### config.mk
export PLATFORM = sky130hd
export DESIGN_NAME = fusion_drain
export DESIGN_NICKNAME = d
export VERILOG_FILES = /design/src/rtl/fusion_pkg.sv /design/src/rtl/fusion_requant.sv /design/src/rtl/fusion_drain.sv
export SDC_FILE = /design/constraint.sdc
export NUM_CORES = 1
export LEC_CHECK = 0
export ABC_AREA = 1
export CAP_MARGIN = 25
export CELL_PAD_IN_SITES_DETAIL_PLACEMENT = 0
export CELL_PAD_IN_SITES_GLOBAL_PLACEMENT = 1
export CORE_AREA = 2 2 143 201
export CTS_CLUSTER_SIZE = 16
export DETAILED_ROUTE_END_ITERATION = 16
export DIE_AREA = 0 0 145 203
export PLACE_DENSITY_LB_ADDON = 0.1
export SYNTH_ARGS = -nofsm -noshare
export SYNTH_HDL_FRONTEND = slang
export SYNTH_SLANG_ARGS = --single-unit
### constraint.sdc
create_clock -name clk -period 8.4 [get_ports clk]
set_clock_uncertainty 0.2 [all_clocks]
set_input_delay 0.84 -clock clk [delete_from_list [all_inputs] [get_ports clk]]
set_output_delay 0.84 -clock clk [all_outputs]
set_load 0.01 [all_outputs]
### src/rtl/fusion_pkg.sv
// fusion_pkg
//   Shared definitions between the fusion MAC unit and its drain stage:
//   precision-mode encodings, per-mode lane widths and lane counts, and the
//   drain FSM state encoding.
//   No ports (package).
package fusion_pkg;

  // Precision-mode encodings, shared with the fusion MAC unit.
  localparam logic [1:0] MODE_2B      = 2'b00;
  localparam logic [1:0] MODE_4B      = 2'b01;
  localparam logic [1:0] MODE_8B      = 2'b10;
  localparam logic [1:0] MODE_ILLEGAL = 2'b11;

  // Width of one accumulator lane in each mode.
  localparam int LANE_W_2B = 8;
  localparam int LANE_W_4B = 12;
  localparam int LANE_W_8B = 20;

  // Number of lanes packed into the accumulator in each mode.
  localparam int LANE_CNT_2B = 16;
  localparam int LANE_CNT_4B = 4;
  localparam int LANE_CNT_8B = 1;

  typedef enum logic {
    IDLE  = 1'b0,
    DRAIN = 1'b1
  } drainState_e;

  // Number of lanes to stream for a given latched mode. The illegal mode is
  // never latched, so it simply falls into the 2b branch.
  function automatic logic [4:0] laneCount(input logic [1:0] mode);
    case (mode)
      MODE_8B: laneCount = 5'(LANE_CNT_8B);
      MODE_4B: laneCount = 5'(LANE_CNT_4B);
      default: laneCount = 5'(LANE_CNT_2B);
    endcase
  endfunction

endpackage

### src/rtl/fusion_requant.sv
// fusion_requant
//   Combinational requantiser: arithmetic right shift of a sign-extended lane
//   followed by saturation to OUT_W bits, either signed or unsigned.
//   Ports:
//     raw_i        in  RAW_W    sign-extended raw lane value
//     shift_i      in  SHIFT_W  arithmetic right-shift amount
//     satSigned_i  in  1        1: clamp to signed OUT_W range, 0: unsigned range
//     data_o       out OUT_W    requantised value
module fusion_requant #(
  parameter int RAW_W   = 20,
  parameter int OUT_W   = 8,
  parameter int SHIFT_W = 5
) (
  input  logic signed [RAW_W-1:0]   raw_i,
  input  logic        [SHIFT_W-1:0] shift_i,
  input  logic                      satSigned_i,
  output logic        [OUT_W-1:0]   data_o
);

  localparam logic signed [RAW_W-1:0] S_MAX = RAW_W'((1 << (OUT_W - 1)) - 1);
  localparam logic signed [RAW_W-1:0] S_MIN = RAW_W'(-(1 << (OUT_W - 1)));
  localparam logic signed [RAW_W-1:0] U_MAX = RAW_W'((1 << OUT_W) - 1);

  logic signed [RAW_W-1:0] shifted;
  logic signed [RAW_W-1:0] clamped;

  // Kept as if/else rather than a ternary so the shift stays signed
  // (arithmetic); oversized shifts collapse to pure sign fill.
  always_comb begin
    if (32'(shift_i) >= RAW_W) begin
      shifted = {RAW_W{raw_i[RAW_W-1]}};
    end else begin
      shifted = raw_i >>> shift_i;
    end
  end

  always_comb begin
    clamped = shifted;
    if (satSigned_i) begin
      if (shifted > S_MAX) begin
        clamped = S_MAX;
      end else if (shifted < S_MIN) begin
        clamped = S_MIN;
      end
    end else begin
      if (shifted[RAW_W-1]) begin
        clamped = '0;
      end else if (shifted > U_MAX) begin
        clamped = U_MAX;
      end
    end
  end

  assign data_o = OUT_W'(clamped);

endmodule

### src/rtl/fusion_drain.sv
// fusion_drain
//   Snapshots the fusion unit's packed accumulator on a tile-done strobe and
//   streams its lanes (1x20b, 4x12b or 16x8b) one per valid/ready handshake,
//   each requantised to OUT_W bits.
//   Ports:
//     clk, nrst    clock, synchronous active-low reset
//     sum_in       packed 128-bit accumulator
//     mode_in      precision mode (00=2b, 01=4b, 10=8b, 11=illegal)
//     tile_done    one-cycle strobe, sum_in is final this cycle
//     shift        right-shift amount, sampled with tile_done
//     sat_signed   saturation mode, sampled with tile_done
//     out_valid    lane data valid
//     out_ready    consumer ready
//     out_data     requantised lane value
//     out_raw      unshifted lane, sign-extended to RAW_W
//     out_lane     lane index
//     out_last     final lane of the tile
//     busy         drain in progress
//     drop_err     sticky error (strobe dropped or illegal mode)
//     clear_err    clears drop_err
module fusion_drain #(
  parameter int OUT_W   = 8,
  parameter int RAW_W   = 20,
  parameter int SHIFT_W = 5
) (
  input  logic               clk,
  input  logic               nrst,
  input  logic [127:0]       sum_in,
  input  logic [1:0]         mode_in,
  input  logic               tile_done,
  input  logic [SHIFT_W-1:0] shift,
  input  logic               sat_signed,
  output logic               out_valid,
  input  logic               out_ready,
  output logic [OUT_W-1:0]   out_data,
  output logic [RAW_W-1:0]   out_raw,
  output logic [3:0]         out_lane,
  output logic               out_last,
  output logic               busy,
  output logic               drop_err,
  input  logic               clear_err
);

  import fusion_pkg::*;

  drainState_e        state_q, state_d;
  logic [127:0]       snapSum_q;
  logic [1:0]         snapMode_q;
  logic [SHIFT_W-1:0] snapShift_q;
  logic               snapSat_q;
  logic [3:0]         laneCnt_q, laneCnt_d;
  logic               dropErr_q, dropErr_d;

  logic                    transfer;
  logic                    lastLane;
  logic                    finalXfer;
  logic                    accept;
  logic                    dropEvent;
  logic [7:0]              shAmt;
  logic [LANE_W_8B-1:0]    laneBits;
  logic signed [RAW_W-1:0] rawLane;
  logic [OUT_W-1:0]        reqData;

  assign lastLane  = ({1'b0, laneCnt_q} == (laneCount(snapMode_q) - 5'd1));
  assign transfer  = out_valid && out_ready;
  assign finalXfer = transfer && lastLane;
  // A new tile is taken when idle, or back-to-back on the final transfer so
  // the stream has no bubble between tiles.
  assign accept    = tile_done && (mode_in != MODE_ILLEGAL) &&
                     ((state_q == IDLE) || finalXfer);
  assign dropEvent = tile_done && !accept;

  // State register
  always_ff @(posedge clk) begin
    if (!nrst) begin
      state_q <= IDLE;
    end else begin
      state_q <= state_d;
    end
  end

  // Next-state logic
  always_comb begin
    state_d = state_q;
    case (state_q)
      IDLE:    if (accept) state_d = DRAIN;
      DRAIN:   if (finalXfer && !accept) state_d = IDLE;
      default: state_d = IDLE;
    endcase
  end

  // Output logic
  always_comb begin
    out_valid = (state_q == DRAIN);
    busy      = (state_q == DRAIN);
  end

  always_comb begin
    laneCnt_d = laneCnt_q;
    if (accept) begin
      laneCnt_d = '0;
    end else if (transfer) begin
      laneCnt_d = lastLane ? 4'd0 : laneCnt_q + 4'd1;
    end
  end

  // Set has priority over clear so a coincident error is never lost.
  always_comb begin
    dropErr_d = dropErr_q;
    if (dropEvent) begin
      dropErr_d = 1'b1;
    end else if (clear_err) begin
      dropErr_d = 1'b0;
    end
  end

  always_ff @(posedge clk) begin
    if (!nrst) begin
      snapSum_q   <= '0;
      snapMode_q  <= MODE_2B;
      snapShift_q <= '0;
      snapSat_q   <= 1'b0;
      laneCnt_q   <= '0;
      dropErr_q   <= 1'b0;
    end else begin
      if (accept) begin
        snapSum_q   <= sum_in;
        snapMode_q  <= mode_in;
        snapShift_q <= shift;
        snapSat_q   <= sat_signed;
      end
      laneCnt_q <= laneCnt_d;
      dropErr_q <= dropErr_d;
    end
  end

  // Lane extraction: shift the snapshot so the active lane sits at bit 0,
  // then sign-extend the lane-width slice.
  always_comb begin
    case (snapMode_q)
      MODE_8B: shAmt = 8'd0;
      MODE_4B: shAmt = 8'(laneCnt_q) * 8'(LANE_W_4B);
      default: shAmt = 8'(laneCnt_q) * 8'(LANE_W_2B);
    endcase
    laneBits = LANE_W_8B'(snapSum_q >> shAmt);
    case (snapMode_q)
      MODE_8B: rawLane = RAW_W'($signed(laneBits[LANE_W_8B-1:0]));
      MODE_4B: rawLane = RAW_W'($signed(laneBits[LANE_W_4B-1:0]));
      default: rawLane = RAW_W'($signed(laneBits[LANE_W_2B-1:0]));
    endcase
  end

  fusion_requant #(
    .RAW_W   (RAW_W),
    .OUT_W   (OUT_W),
    .SHIFT_W (SHIFT_W)
  ) u_requant (
    .raw_i       (rawLane),
    .shift_i     (snapShift_q),
    .satSigned_i (snapSat_q),
    .data_o      (reqData)
  );

  assign out_data = reqData;
  assign out_raw  = rawLane;
  assign out_lane = laneCnt_q;
  assign out_last = lastLane;
  assign drop_err = dropErr_q;

endmodule

==> flow_metrics.env <==
export IMPL_status="completed"
export IMPL_wirelength_mm=40.80
export IMPL_cts_root_buf="clkbuf_16"
export IMPL_cts_sinks=142
export IMPL_vias_per_cell=5.364
export IMPL_power_density_mw_per_mm2=179.2
export IMPL_post_route_period_util_pct=82.23
export IMPL_hpwl_mm=30.14
export IMPL_tightest_slew_ns=0.9443
export IMPL_critical_path_class="reg2out"
export IMPL_holdBufCountCts=0
export IMPL_wire_per_inst_um=17.04
export IMPL_report_final_slew_viol_count=0
export IMPL_cpMostUsedCell="nand2_1"
export IMPL_synth_cell_types=37
export IMPL_rsz0062_at_grt="no"
export IMPL_antennaDiodeCount=0
export IMPL_postSynthAreaPerCell_um2=5.567
export IMPL_die_y_um=203
export IMPL_die_x_um=145
export IMPL_worstPathArrival_ns=5.87
export IMPL_synthMuxAreaShare_pct=0.09198
export IMPL_p_leak_nw=5.543
export IMPL_yosysSeqAreaShare_pct=26.12
export IMPL_cp_required_ns=7.36
export IMPL_synthAdderAreaFrac_pct=0.8738
export IMPL_cts_buffers=17
export IMPL_synthFlopType="dfxtp_1"
export IMPL_grt_remaining_overflow=0
export IMPL_clock_latency_ns=0.45
export IMPL_cts_resized=0
export IMPL_route_met3_wl_mm=1.741
export IMPL_multi_input_area_mm2=0.007086
export IMPL_std_cell_rows=72
export IMPL_synth_simple_area_share_pct=49.08
export IMPL_regArea_mm2=0.002844
export IMPL_synth_edf_count=0
export IMPL_grt_pass1_vias=12260
export IMPL_seq_power_share_pct=33.4
export IMPL_synth_top_family_by_area="simple AND/OR/NAND/NOR gates"
export IMPL_antenna_found_initial=0
export IMPL_post_cts_buffers=0
export IMPL_switching_share_pct=38.91
export IMPL_crit_slowest_cell="nand2_4"
export IMPL_vias=12850
export IMPL_hold_path_class="reg2reg"
export IMPL_cp_end_kind="output port"
export IMPL_synth_nets=2103
export IMPL_fmax_ghz=0.1448
export IMPL_die_area_mm2=0.02944
export IMPL_grt_usage_pct=27.39
export IMPL_clk_pin_slew_ns=0.07
export IMPL_top_layer="met4"
export IMPL_cts_tree="done"
export IMPL_p_comb_share_pct=34.2
export IMPL_grt_pass1_wl_mm=64.56
export IMPL_p_sw_mw=0.9140
export IMPL_synthCells=1955
export IMPL_route_layer_met1_wl_mm=17.12
export IMPL_setup_viol=0
export IMPL_start_kind="flop"
export IMPL_synth_xor_area_share_pct=0.1610
export IMPL_place_gp_congestion=0.9200
export IMPL_p_int_mw=1.435
export IMPL_initial_utilization_pct=39.61
export IMPL_met2WireLength_mm=20.52
export IMPL_hold_viol_final=0
export IMPL_critical_path_max_stage_delay_ns=0.58
export IMPL_core_mm2=0.02748
export IMPL_cp_max_fo=76
export IMPL_nFillCells=3077
export IMPL_final_cells=2395
export IMPL_route_detailed_drc=0
export IMPL_ys_warn_count=0
export IMPL_numPlacedInstances=2362
export IMPL_tns_ns=0
export IMPL_firstDrtPassIters=5
export IMPL_grt_max_degree=138
export IMPL_relSlewSlack_pct=36.87
export IMPL_drt_iter0_drc=950
export IMPL_htree_levels=4
export IMPL_cap_violations=0
export IMPL_fin_crit_ns=6.908
export IMPL_port_buffers=176
export IMPL_netlist_area_mm2=0.01088
export IMPL_synth_compound_area_share_pct=14.54
export IMPL_area_growth_pct=20.45
export IMPL_synth_seq_cells=142
export IMPL_ioPinCount=177
export IMPL_nets=2160
export IMPL_clkPwrFrac_pct=32.4
export IMPL_async_reset_ff_share_pct=0
export IMPL_cts_buffer_depth=2
export IMPL_drive_gt1_share_pct=3.407
export IMPL_ant_nets=0
export IMPL_ir_drop_mv=0.1351
==> synth_stat cells, types with 2 or more instances <==
cell type / n / area share (%)
nand2_1: 642 / 22
nand3_1: 377 / 17
nor2_1: 249 / 8.6
o21ai_0: 198 / 9.1
dfxtp_1: 142 / 26
a21oi_1: 66 / 3.0
inv_1: 61 / 2.1
buf_2: 59 / 2.7
clkbuf_1: 57 / 2.0
buf_4: 22 / 1.5
buf_1: 13 / 0.45
o211ai_1: 13 / 0.90
nand2_2: 8 / 0.46
ha_1: 6 / 0.69
o21ai_1: 6 / 0.28
o31ai_1: 4 / 0.28
inv_2: 3 / 0.10
nor3_1: 3 / 0.14
and2_1: 2 / 0.11
buf_6: 2 / 0.21
clkinv_1: 2 / 0.069
nand3_2: 2 / 0.18
nand4_1: 2 / 0.11
o21a_1: 2 / 0.14
xor2_1: 2 / 0.16
==> flip-flops by register name, summed over array words and instances (netlist names) <==
register	cells
snapSum_q	128
snapMode_q	2
out_lane	4
drop_err	1
snapSat_q	1
snapShift_q	5
busy	1
==> logic make-up (layout without fill, tap and decap cells) <==
family / after synthesis / count (layout)
multiplexers: 1 / 1
AND/OR/NAND/NOR: 1285 / 1285
AO/OA/AOI/OAI: 299 / 299
XOR/XNOR: 2 / 2
adder cells (fa/ha/maj): 7 / 7
flip-flops: 142 / 142
buffers and inverters: 219 / 289
==> path summary, 6_finish.rpt <==
check                 from            end  slack [ns]  depth (start not counted)
max          snapMode_q[0]    out_data[4]        1.49                         29
min          snapSum_q[38]  snapSum_q[38]        0.26                          2
max reg2reg  snapMode_q[0]  snapSum_q[73]        4.00                         12
min reg2reg  snapSum_q[38]  snapSum_q[38]        0.26                          2
==> layout make-up <==
cell class	instances	share of cell area (%)
Multi-Input combinational cell	1594	54.05
Clock inverter	14	1.050
Timing Repair Buffer	191	14.43
Clock buffer	18	3.350
Sequential cell	142	21.70
Tap cell	370	3.532
Inverter	66	1.890
==> cell usage in the layout, fill, tap and decap left out, types with 13 or more instances in the layout <==
cell / instances
inv_1: 61
o211ai_1: 13
nand2_1: 640
buf_4: 15
clkdlybuf4s50_1: 175
a21oi_1: 66
clkbuf_16: 17
nor2_1: 249
dfxtp_1: 141
o21ai_0: 197
nand3_1: 377
==> layer usage <==
| metal | global-route usage [%] | vias to the layer above |
|---|---|---|
| met1 | 33.10 | 5868 |
| met3 | 3.011 | 74 |
| met4 | 10.89 | 0 |
| li1 | - | 6529 |
| met5 | 0 | - |
| met2 | 49.54 | 376 |
==> critical path: cells and delay by family, from the launching register on <==
| family | cells | cell delay (ns) |
|---|---|---|
| adder cells (fa/ha/maj) | 1 | 0.43 |
| flip-flops | 1 | 0.35 |
| AND/OR/NAND/NOR | 22 | 2.69 |
| buffers and inverters | 5 | 1.51 |
| AO/OA/AOI/OAI | 1 | 0.34 |
==> power by group through the flow <==
stage / Combinational, mW / Sequential (mW) / Clock, mW
2_1_floorplan: 0.532 / 0.772 / 0
3_3_place_gp: 0.802 / 0.798 / 0
3_5_place_dp: 0.802 / 0.799 / 0
4_1_cts: 0.804 / 0.783 / 0.772
5_1_grt: 0.897 / 0.791 / 0.801
6_report: 0.805 / 0.784 / 0.761
==> per-stage QoR <==
stage | utilization (%) | area [µm²] | hold slack (ns) | power [mW] | setup WS, ns
global placement | 45.51 | 12500 | 0.2517 | 1.600 | 2.031
global route | 47.71 | 13110 | 0.2870 | 2.489 | 0.9144
finish | 47.71 | 13110 | 0.2641 | 2.349 | 1.492
floorplan | - | 10880 | 0.2390 | 1.304 | 3.916
CTS | 47.61 | 13080 | 0.2675 | 2.360 | 1.547
detailed placement | 45.51 | 12500 | 0.2567 | 1.601 | 2.028
(Power assumes the default switching activity.)
